--- src/rtl/store_drain_if.sv ---
// -----------------------------------------------------------------------------
// store_drain_if
// Bundles the signals between the store pipeline, the store drain buffer and
// the data-memory/IO port.
//   Upstream side : rd_in, io_out_addr_in, memory_we_in, fence_sig_in,
//                   fence_mode_in (in), stall_out, fence_done_out,
//                   fence_mode_out, count_out (out)
//   Memory side   : mem_req_out, mem_addr_out, mem_wdata_out (out),
//                   mem_ack_in (in)
// The master modport belongs to the environment (pipeline + memory); the slave
// modport belongs to the buffer itself.
// -----------------------------------------------------------------------------
interface store_drain_if #(
    parameter int XLEN  = 64,
    parameter int DEPTH = 4
);
    localparam int CW = $clog2(DEPTH) + 1;

    logic [XLEN-1:0] rd_in;
    logic [XLEN-1:0] io_out_addr_in;
    logic            memory_we_in;
    logic [7:0]      fence_sig_in;
    logic [3:0]      fence_mode_in;
    logic            mem_req_out;
    logic [XLEN-1:0] mem_addr_out;
    logic [XLEN-1:0] mem_wdata_out;
    logic            mem_ack_in;
    logic            stall_out;
    logic            fence_done_out;
    logic [3:0]      fence_mode_out;
    logic [CW-1:0]   count_out;

    modport master (
        output rd_in, io_out_addr_in, memory_we_in, fence_sig_in,
               fence_mode_in, mem_ack_in,
        input  mem_req_out, mem_addr_out, mem_wdata_out, stall_out,
               fence_done_out, fence_mode_out, count_out
    );

    modport slave (
        input  rd_in, io_out_addr_in, memory_we_in, fence_sig_in,
               fence_mode_in, mem_ack_in,
        output mem_req_out, mem_addr_out, mem_wdata_out, stall_out,
               fence_done_out, fence_mode_out, count_out
    );
endinterface

--- src/rtl/store_drain_buffer.sv ---
// -----------------------------------------------------------------------------
// store_drain_buffer
// Queues committed stores from the store pipeline register in a small FIFO and
// drains them to memory over a req/ack handshake. A fence drains every buffered
// store before a one-cycle completion pulse is raised.
// Ports:
//   clk  : clock, all state updates on the rising edge
//   rst  : asynchronous active-high reset
//   bus  : store_drain_if.slave (store inputs, fence inputs, memory handshake,
//          stall / fence completion / occupancy outputs)
// -----------------------------------------------------------------------------
module store_drain_buffer #(
    parameter int XLEN  = 64,
    parameter int DEPTH = 4
) (
    input  logic         clk,
    input  logic         rst,
    store_drain_if.slave bus
);
    localparam int PW = $clog2(DEPTH);
    localparam int CW = PW + 1;

    typedef enum logic [1:0] {
        S_IDLE  = 2'd0,
        S_DRAIN = 2'd1,
        S_DONE  = 2'd2
    } state_t;

    state_t          r_state;
    state_t          w_state_next;

    logic [XLEN-1:0] r_addr_mem [DEPTH];
    logic [XLEN-1:0] r_data_mem [DEPTH];
    logic [PW-1:0]   r_wr_ptr;
    logic [PW-1:0]   r_rd_ptr;
    logic [CW-1:0]   r_count;
    logic [XLEN-1:0] r_addr_out;
    logic [XLEN-1:0] r_wdata_out;
    logic [3:0]      r_fence_mode;
    logic [3:0]      r_fence_mode_out;

    logic            w_stall;
    logic            w_push;
    logic            w_pop;
    logic            w_fence_accept;
    logic [CW-1:0]   w_count_after_pop;
    logic [CW-1:0]   w_count_next;
    logic [PW-1:0]   w_rd_ptr_next;

    // Stall depends on registered state only, so there is no input-to-stall path.
    assign w_stall           = (r_count == CW'(DEPTH)) || (r_state != S_IDLE);
    assign w_push            = bus.memory_we_in && !w_stall;
    assign w_pop             = bus.mem_ack_in && (r_count != '0);
    assign w_fence_accept    = (r_state == S_IDLE) && (bus.fence_sig_in != 8'd0) && !w_stall;
    assign w_count_after_pop = r_count - CW'(w_pop);
    assign w_count_next      = w_count_after_pop + CW'(w_push);
    assign w_rd_ptr_next     = r_rd_ptr + PW'(w_pop);

    always_comb begin
        w_state_next = r_state;
        case (r_state)
            S_IDLE:  if (w_fence_accept) w_state_next = S_DRAIN;
            // A pop on this edge that empties the buffer completes the fence.
            S_DRAIN: if (w_count_next == '0) w_state_next = S_DONE;
            S_DONE:  w_state_next = S_IDLE;
            default: w_state_next = S_IDLE;
        endcase
    end

    // Entry storage has no reset so it can map onto RAM.
    always_ff @(posedge clk) begin
        if (w_push) begin
            r_addr_mem[r_wr_ptr] <= bus.io_out_addr_in;
            r_data_mem[r_wr_ptr] <= bus.rd_in;
        end
    end

    always_ff @(posedge clk or posedge rst) begin
        if (rst) begin
            r_state          <= S_IDLE;
            r_wr_ptr         <= '0;
            r_rd_ptr         <= '0;
            r_count          <= '0;
            r_addr_out       <= '0;
            r_wdata_out      <= '0;
            r_fence_mode     <= '0;
            r_fence_mode_out <= '0;
        end else begin
            r_state  <= w_state_next;
            r_count  <= w_count_next;
            r_rd_ptr <= w_rd_ptr_next;
            if (w_push) r_wr_ptr <= r_wr_ptr + PW'(1);
            if (w_fence_accept) r_fence_mode <= bus.fence_mode_in;
            if ((r_state == S_DRAIN) && (w_state_next == S_DONE))
                r_fence_mode_out <= r_fence_mode;
            // Registered head read. If the buffer is empty after this edge's pop,
            // the incoming store becomes the head and is bypassed straight in;
            // if nothing remains at all the last presented values are held.
            if (w_push && (w_count_after_pop == '0)) begin
                r_addr_out  <= bus.io_out_addr_in;
                r_wdata_out <= bus.rd_in;
            end else if (w_count_after_pop != '0) begin
                r_addr_out  <= r_addr_mem[w_rd_ptr_next];
                r_wdata_out <= r_data_mem[w_rd_ptr_next];
            end
        end
    end

    assign bus.mem_req_out    = (r_count != '0);
    assign bus.mem_addr_out   = r_addr_out;
    assign bus.mem_wdata_out  = r_wdata_out;
    assign bus.stall_out      = w_stall;
    assign bus.fence_done_out = (r_state == S_DONE);
    assign bus.fence_mode_out = r_fence_mode_out;
    assign bus.count_out      = r_count;
endmodule

--- src/flat_wrapper.sv ---
// flat-port wrapper written by rule: the top's interface ports become plain ports
module store_drain_buffer_flat 
#(
    parameter int XLEN  = 64,
    parameter int DEPTH = 4
)
  (clk, rst, bus_rd_in, bus_io_out_addr_in, bus_memory_we_in, bus_fence_sig_in, bus_fence_mode_in, bus_mem_ack_in, bus_mem_req_out, bus_mem_addr_out, bus_mem_wdata_out, bus_stall_out, bus_fence_done_out, bus_fence_mode_out, bus_count_out);
  store_drain_if #(.XLEN(XLEN), .DEPTH(DEPTH)) bus_i ();
  input  logic clk;
  input  logic rst;
  input wire logic [$bits(bus_i.rd_in)-1:0] bus_rd_in;
  input wire logic [$bits(bus_i.io_out_addr_in)-1:0] bus_io_out_addr_in;
  input wire logic [$bits(bus_i.memory_we_in)-1:0] bus_memory_we_in;
  input wire logic [$bits(bus_i.fence_sig_in)-1:0] bus_fence_sig_in;
  input wire logic [$bits(bus_i.fence_mode_in)-1:0] bus_fence_mode_in;
  input wire logic [$bits(bus_i.mem_ack_in)-1:0] bus_mem_ack_in;
  output wire logic [$bits(bus_i.mem_req_out)-1:0] bus_mem_req_out;
  output wire logic [$bits(bus_i.mem_addr_out)-1:0] bus_mem_addr_out;
  output wire logic [$bits(bus_i.mem_wdata_out)-1:0] bus_mem_wdata_out;
  output wire logic [$bits(bus_i.stall_out)-1:0] bus_stall_out;
  output wire logic [$bits(bus_i.fence_done_out)-1:0] bus_fence_done_out;
  output wire logic [$bits(bus_i.fence_mode_out)-1:0] bus_fence_mode_out;
  output wire logic [$bits(bus_i.count_out)-1:0] bus_count_out;
  assign bus_i.rd_in = bus_rd_in;
  assign bus_i.io_out_addr_in = bus_io_out_addr_in;
  assign bus_i.memory_we_in = bus_memory_we_in;
  assign bus_i.fence_sig_in = bus_fence_sig_in;
  assign bus_i.fence_mode_in = bus_fence_mode_in;
  assign bus_i.mem_ack_in = bus_mem_ack_in;
  assign bus_mem_req_out = bus_i.mem_req_out;
  assign bus_mem_addr_out = bus_i.mem_addr_out;
  assign bus_mem_wdata_out = bus_i.mem_wdata_out;
  assign bus_stall_out = bus_i.stall_out;
  assign bus_fence_done_out = bus_i.fence_done_out;
  assign bus_fence_mode_out = bus_i.fence_mode_out;
  assign bus_count_out = bus_i.count_out;
  store_drain_buffer #(.XLEN(XLEN), .DEPTH(DEPTH)) u_core (.clk(clk), .rst(rst), .bus(bus_i));
endmodule
--- config.mk ---
export PLATFORM = sky130hd
export DESIGN_NAME = store_drain_buffer_flat
export DESIGN_NICKNAME = d
export VERILOG_FILES = /design/src/rtl/store_drain_if.sv /design/src/rtl/store_drain_buffer.sv /design/src/flat_wrapper.sv
export SDC_FILE = /design/constraint.sdc
export NUM_CORES = 1
export LEC_CHECK = 0
export BUFFER_PORTS_ARGS = -buffer_cell sky130_fd_sc_hd__clkbuf_2
export CAP_MARGIN = 20
export CORE_MARGIN = 5
export CORE_UTILIZATION = 55
export DETAILED_ROUTE_END_ITERATION = 10
export PLACE_DENSITY_LB_ADDON = 0.3
export SLEW_MARGIN = 10
export SYNTH_ARGS = -nofsm -noshare
export SYNTH_HDL_FRONTEND = slang
export SYNTH_SLANG_ARGS = --single-unit
--- constraint.sdc ---
create_clock -name clk -period 10.4 [get_ports clk]
set_input_delay 2.08 -clock clk [delete_from_list [all_inputs] [get_ports clk]]
set_output_delay 2.08 -clock clk [all_outputs]
set_load 0.02 [all_outputs]
* Word-level counts from Yosys, hierarchy flattened *
Memories as Yosys holds them, arrays and structs flattened.
Index checks and enable logic that the tools add are counted.
W data, S select, Z words.

cells by class
  $add $sub $neg = 4
  reductions and logical operators = 16
  multiplexer cells = 9
  eq/ne operators = 4

operators by type and width
  cell                   number
  $mux W64               4
  $reduce_bool A8 Y1     1
  $logic_and A1 B1 Y1    6
  $logic_not A3 Y1       2
  $reduce_bool A3 Y1     2
  $eq A2 B2 Y1 const B   2
  $mux W2                2
  $pmux W2 S2            1
  $reduce_bool A2 Y1     2
  $add A3 B1 Y3          1
  $eq A3 B3 Y1 const B   1
  $sub A3 B1 Y3          1
  $add A2 B1 Y2          1
  $add A2 B1 Y2 const B  1
  $eq A2 B1 Y1 const B   1
  $logic_not A2 Y1       1
  $mux W1                2
  $logic_not A1 Y1       1
  $logic_or A1 B1 Y1     1

word-level totals
  register bits = 145
  memories kept = 2
  bits in writable memories = 512
  output and inout port bits = 138

memories
  name               depth  width  read ports  clocked after Yosys merged registers in  wr ports  line                      source
  u_core.r_addr_mem  4      64     1           0                                        1         store_drain_buffer.sv:32  logic [XLEN-1:0] r_addr_mem [DEPTH];
  u_core.r_data_mem  4      64     1           0                                        1         store_drain_buffer.sv:33  logic [XLEN-1:0] r_data_mem [DEPTH];

* Longest topological paths before layout *
  depth in word-level cells = 10
  gate-level depth with buffers = 10

* Least setup slack after synthesis *
Ideal clock, no wire load.

  path kind = input port to flip-flop
  start point = in bus_memory_we_in
  end point = mem u_core.r_addr_mem[0][0] (enable)
  data required time = 9.897 ns
  slack = 4.458 ns
  arrival = 5.438 ns
  buffers on the path = 0
  setup time = 0.503 ns
  cell stages on the path = 2
  cell sequence = nor3b_1 > and3_1

between the ends
  word-level cells in the longest chain between the ends = 3

ends and longest elaborated chain
  what                           line                      source
  start: declaration             flat_wrapper.sv:13        input wire logic [$bits(bus_i.memory_we_in)-1:0] bus_memory_we_in;
  $logic_and A1 B1 Y1            store_drain_buffer.sv:52  assign w_push = bus.memory_we_in && !w_stall;
  $mux W1                        store_drain_buffer.sv:72  if (w_push) begin
  $mux W1 (implied by the code)  store_drain_buffer.sv:73  r_addr_mem[r_wr_ptr] <= bus.io_out_addr_in;
  end: declaration               store_drain_buffer.sv:32

Every way passes these cells.

* Worst setup path after layout *
  start point = in bus_memory_we_in
  end point = reg u_core.r_fence_mode_out[2], in the netlist u_core.bus.fence_mode_out[2]

between the ends
  word-level cells in the longest chain between the ends = 7

ends and longest elaborated chain
  what                        line                      source
  $logic_and A1 B1 Y1         store_drain_buffer.sv:52
  $add A3 B1 Y3               store_drain_buffer.sv:56  assign w_count_next = w_count_after_pop + CW'(w_push);
  via u_core.w_count_next[1]  store_drain_buffer.sv:47  logic [CW-1:0] w_count_next;
  $logic_not A3 Y1            store_drain_buffer.sv:64  S_DRAIN: if (w_count_next == '0) w_state_next = S_DONE;
  $mux W2                     store_drain_buffer.sv:64
  $pmux W2 S2                 store_drain_buffer.sv:61  case (r_state)
  $eq A2 B2 Y1                store_drain_buffer.sv:94  if ((r_state == S_DRAIN) && (w_state_next == S_DONE))
  $logic_and A1 B1 Y1         store_drain_buffer.sv:94
  end signal: assignment      store_drain_buffer.sv:95  r_fence_mode_out <= r_fence_mode;
  end: declaration            store_drain_buffer.sv:40  logic [3:0] r_fence_mode_out;

The timed path passes the listed nets, and every way through them passes these cells.
A chain may end at the register's enable or synchronous reset.

==> impl_metrics.json <==
{
  "run_status": "finished clean",
  "grtUsageTotal_pct": 23.8,
  "first_pass_iters": 6,
  "rows": 78,
  "reg2reg_from": "u_core.r_state[0]",
  "routabilityCongestion": 0.743,
  "grtUsageMet2_pct": 37.8,
  "r2r_end": "u_core.bus.fence_mode_out[2]",
  "avgSynthCellArea_um2": 14.6,
  "hold_path_end": "u_core.bus.fence_mode_out[3]",
  "startpoint_type": "input pin",
  "cts_buffers": 67,
  "grt_pass1_vias": 16100,
  "core_region_area_mm2": 0.0454,
  "placedCellCount": 2509,
  "cts_buffer_depth": 3,
  "drt_iter0_drc": 1398,
  "worstSetupEndpointType": "flip-flop",
  "tightest_slew_ns": 1.17,
  "routed_wl_mm": 60.8,
  "cts_tree": "built",
  "hp-start": "u_core.r_fence_mode[3]",
  "hold_buffers": 0,
  "post_drt_wl_per_cell_um": 23.0,
  "grt_remaining_overflow": 0,
  "busiest_layer": "met2",
  "yosys_warnings": 0,
  "final.setup.tns_ns": 0,
  "postCtsSetupBuffers": 0,
  "syn_inst": 1722,
  "yosysSeqAreaShare_pct": 75.4,
  "hold_depth": 1,
  "irDropWorstVdd_mv": 0.394,
  "fin_worst_skew_ns": 0.0124,
  "hold_violations": 0,
  "gr-usage-met3_pct": 5.60,
  "r2r_cells": 7,
  "powerDensity_mw_per_mm2": 345,
  "synth_seq_cells": 657,
  "yosysUniqueCellTypes": 31,
  "netlist_area_mm2": 0.0252,
  "hp-class": "flip-flop to flip-flop",
  "cts_max_level": 3,
  "drive_above_1_share_pct": 20.7,
  "cts_resized": 0,
  "dieArea_mm2": 0.0502,
  "max_freq_ghz": 0.185,
  "vias": 15600,
  "area_growth_syn_to_layout_pct": 16.7,
  "die_h_um": 224,
  "clk_pin_slew_ns": 0.06,
  "setup_viol": 0,
  "clk_latency_ns": 0.58,
  "max-slew-margin-rel_pct": 22.3,
  "critPathKind": "input pin to flip-flop",
  "nNetsFinal": 2132,
  "min_period_ns": 5.41,
  "start_util_pct": 55.6,
  "critical_path_required_ns": 10.86,
  "cp.arrival_ns": 5.87,
  "layout.cells.non_filler": 2636,
  "vias_per_cell": 5.92,
  "syn_nets": 1875,
  "drv_slew": 0,
  "grt_pass1_wl_mm": 93.3,
  "pin_count": 282,
  "cts_root_buf": "clkbuf_16",
  "grt_max_degree": 131,
  "antenna_found_initial": 10,
  "power_leakage_nw": 11.3,
  "hpwlAfterDp_mm": 31.8,
  "fin_crit_sh_pct": 52.1,
  "worstPathMaxFanout": 62,
  "die_w_um": 224,
  "port_buffers": 281,
  "rsz0062_at_grt": "no",
  "worst-r2r-setup-slack_ns": 6.13,
  "max-cap-violations": 0,
  "final_antenna_net_count": 0,
  "cts_sinks": 657,
  "drcViolationCount": 0,
  "met1_usage_pct": 33.7
}
worst max-delay path by stage:
stage / from / slack, ns / endpoint / cells past startpoint
6_report: bus_memory_we_in / 4.99 / u_core.bus.fence_mode_out[2] / 8
5_1_grt: bus_memory_we_in / 4.74 / u_core.bus.fence_mode_out[1] / 9
4_1_cts: bus_memory_we_in / 4.95 / u_core.bus.fence_mode_out[1] / 8
3_5_place_dp: bus_memory_we_in / 4.34 / u_core.bus.fence_mode_out[1] / 8
3_3_place_gp: bus_memory_we_in / 4.40 / u_core.bus.fence_mode_out[2] / 8
2_1_floorplan: rst / 4.43 / u_core.bus.count_out[0] / 1
area by class of cell:
cell class | instances | area (µm²)
well taps | 600 | 751
fillers | 3259 | 16000
flip-flops and latches | 657 | 19000
inverters | 10 | 52.6
clock buffers | 103 | 2040
clock inverters | 19 | 218
multi-input cells | 942 | 5750
repair buffers | 301 | 1590
diodes | 4 | 10.0
power breakdown:
part / switching (mW) / internal, mW
Clock: 0.957 / 1.48
Combinational: 2.62 / 1.45
Sequential: 0.242 / 3.41
layer usage:
metal	vias up	share of wire (%)	routed length [µm]
li1	6978	-	-
met3	105	8.6	5240
met5	-	0.15	90
met4	14	2.0	1240
met1	7902	42	25200
met2	610	48	29000
cells by family (layout without fill, tap and decap cells):
group | after synthesis | after routing | share of synthesized area, %
AOI/OAI and AO/OA | 261 | 261 | 8.38
xor gates and xnor gates | 4 | 4 | 0.169
adders and majority gates | 9 | 9 | 0.447
buffers and inverters | 123 | 433 | 2.03
DFF | 657 | 657 | 75.4
muxes | 136 | 136 | 5.50
other | 0 | 4 | 0
and+or+nand+nor | 532 | 532 | 8.09
worst max-delay path, cell delays in order:
cell	delay, ns
clkbuf_2	0.07
nor3b_1	0.59
nand2_4	0.61
inv_4	0.87
ha_1	0.27
ha_1	0.25
or4_1	0.70
mux2_4	0.35
per-stage QoR:
step / instance area [µm²] / setup WS, ns / power, mW / utilization [%] / hold WS [ns]
2_1_floorplan: 25200 / 4.43 / 6.51 / - / 0.478
3_3_place_gp: 27100 / 4.40 / 7.67 / 59.8 / 0.486
3_5_place_dp: 27100 / 4.34 / 7.78 / 59.8 / 0.496
4_1_cts: 29400 / 4.95 / 10.2 / 64.7 / 0.506
5_1_grt: 29400 / 4.74 / 10.7 / 64.8 / 0.523
6_report: 29400 / 4.99 / 10.2 / 64.8 / 0.503
registers in the layout (all words and copies together) (netlist names):
register / count
u_core.r_state: 2
u_core.r_fence_mode: 4
u_core.bus.count_out: 3
u_core.r_wr_ptr: 2
u_core.r_data_mem: 256
u_core.r_rd_ptr: 2
u_core.bus.mem_wdata_out: 64
u_core.bus.fence_mode_out: 4
u_core.bus.mem_addr_out: 64
u_core.r_addr_mem: 256
cell usage after synthesis:
library cell	number	area [µm²]
a31oi_1	128	801
mux2i_1	128	1280
nor2_1	1	3.75
xnor2_1	3	26.3
dfrtp_1	145	3630
inv_1	8	30.0
xnor2_2	1	16.3
nor3_1	1	5.00
nor4_1	2	12.5
o21ai_0	1	5.00
a32o_1	128	1280
or3b_1	1	8.76
mux2_2	4	45.0
mux2_4	4	60.1
o21bai_1	1	7.51
nand2b_1	1	6.26
a21oi_1	2	10.0
edfxtp_1	512	15400
and3_1	4	25.0
buf_1	6	22.5
or4_1	1	7.51
buf_2	41	205
clkbuf_1	66	248
and2_1	3	18.8
ha_1	9	113
inv_2	2	7.51
or3_1	1	6.26
nand2_1	515	1930
nor3b_1	1	7.51
nor2b_1	1	6.26
a21boi_0	1	7.51
placed cells by master (no fill, tap or decap), drive strengths merged, types with 2 or more instances in the layout:
cell type / instances
clkbuf: 384
and2: 3
a31oi: 128
mux2: 8
dfrtp: 145
nand2: 515
inv: 10
clkinv: 13
nor4: 2
edfxtp: 512
mux2i: 128
and3: 4
bufinv: 5
buf: 20
diode: 4
ha: 9
a32o: 128
xnor2: 4
a21oi: 2
Note: power is estimated with default switching activity, not from simulation.
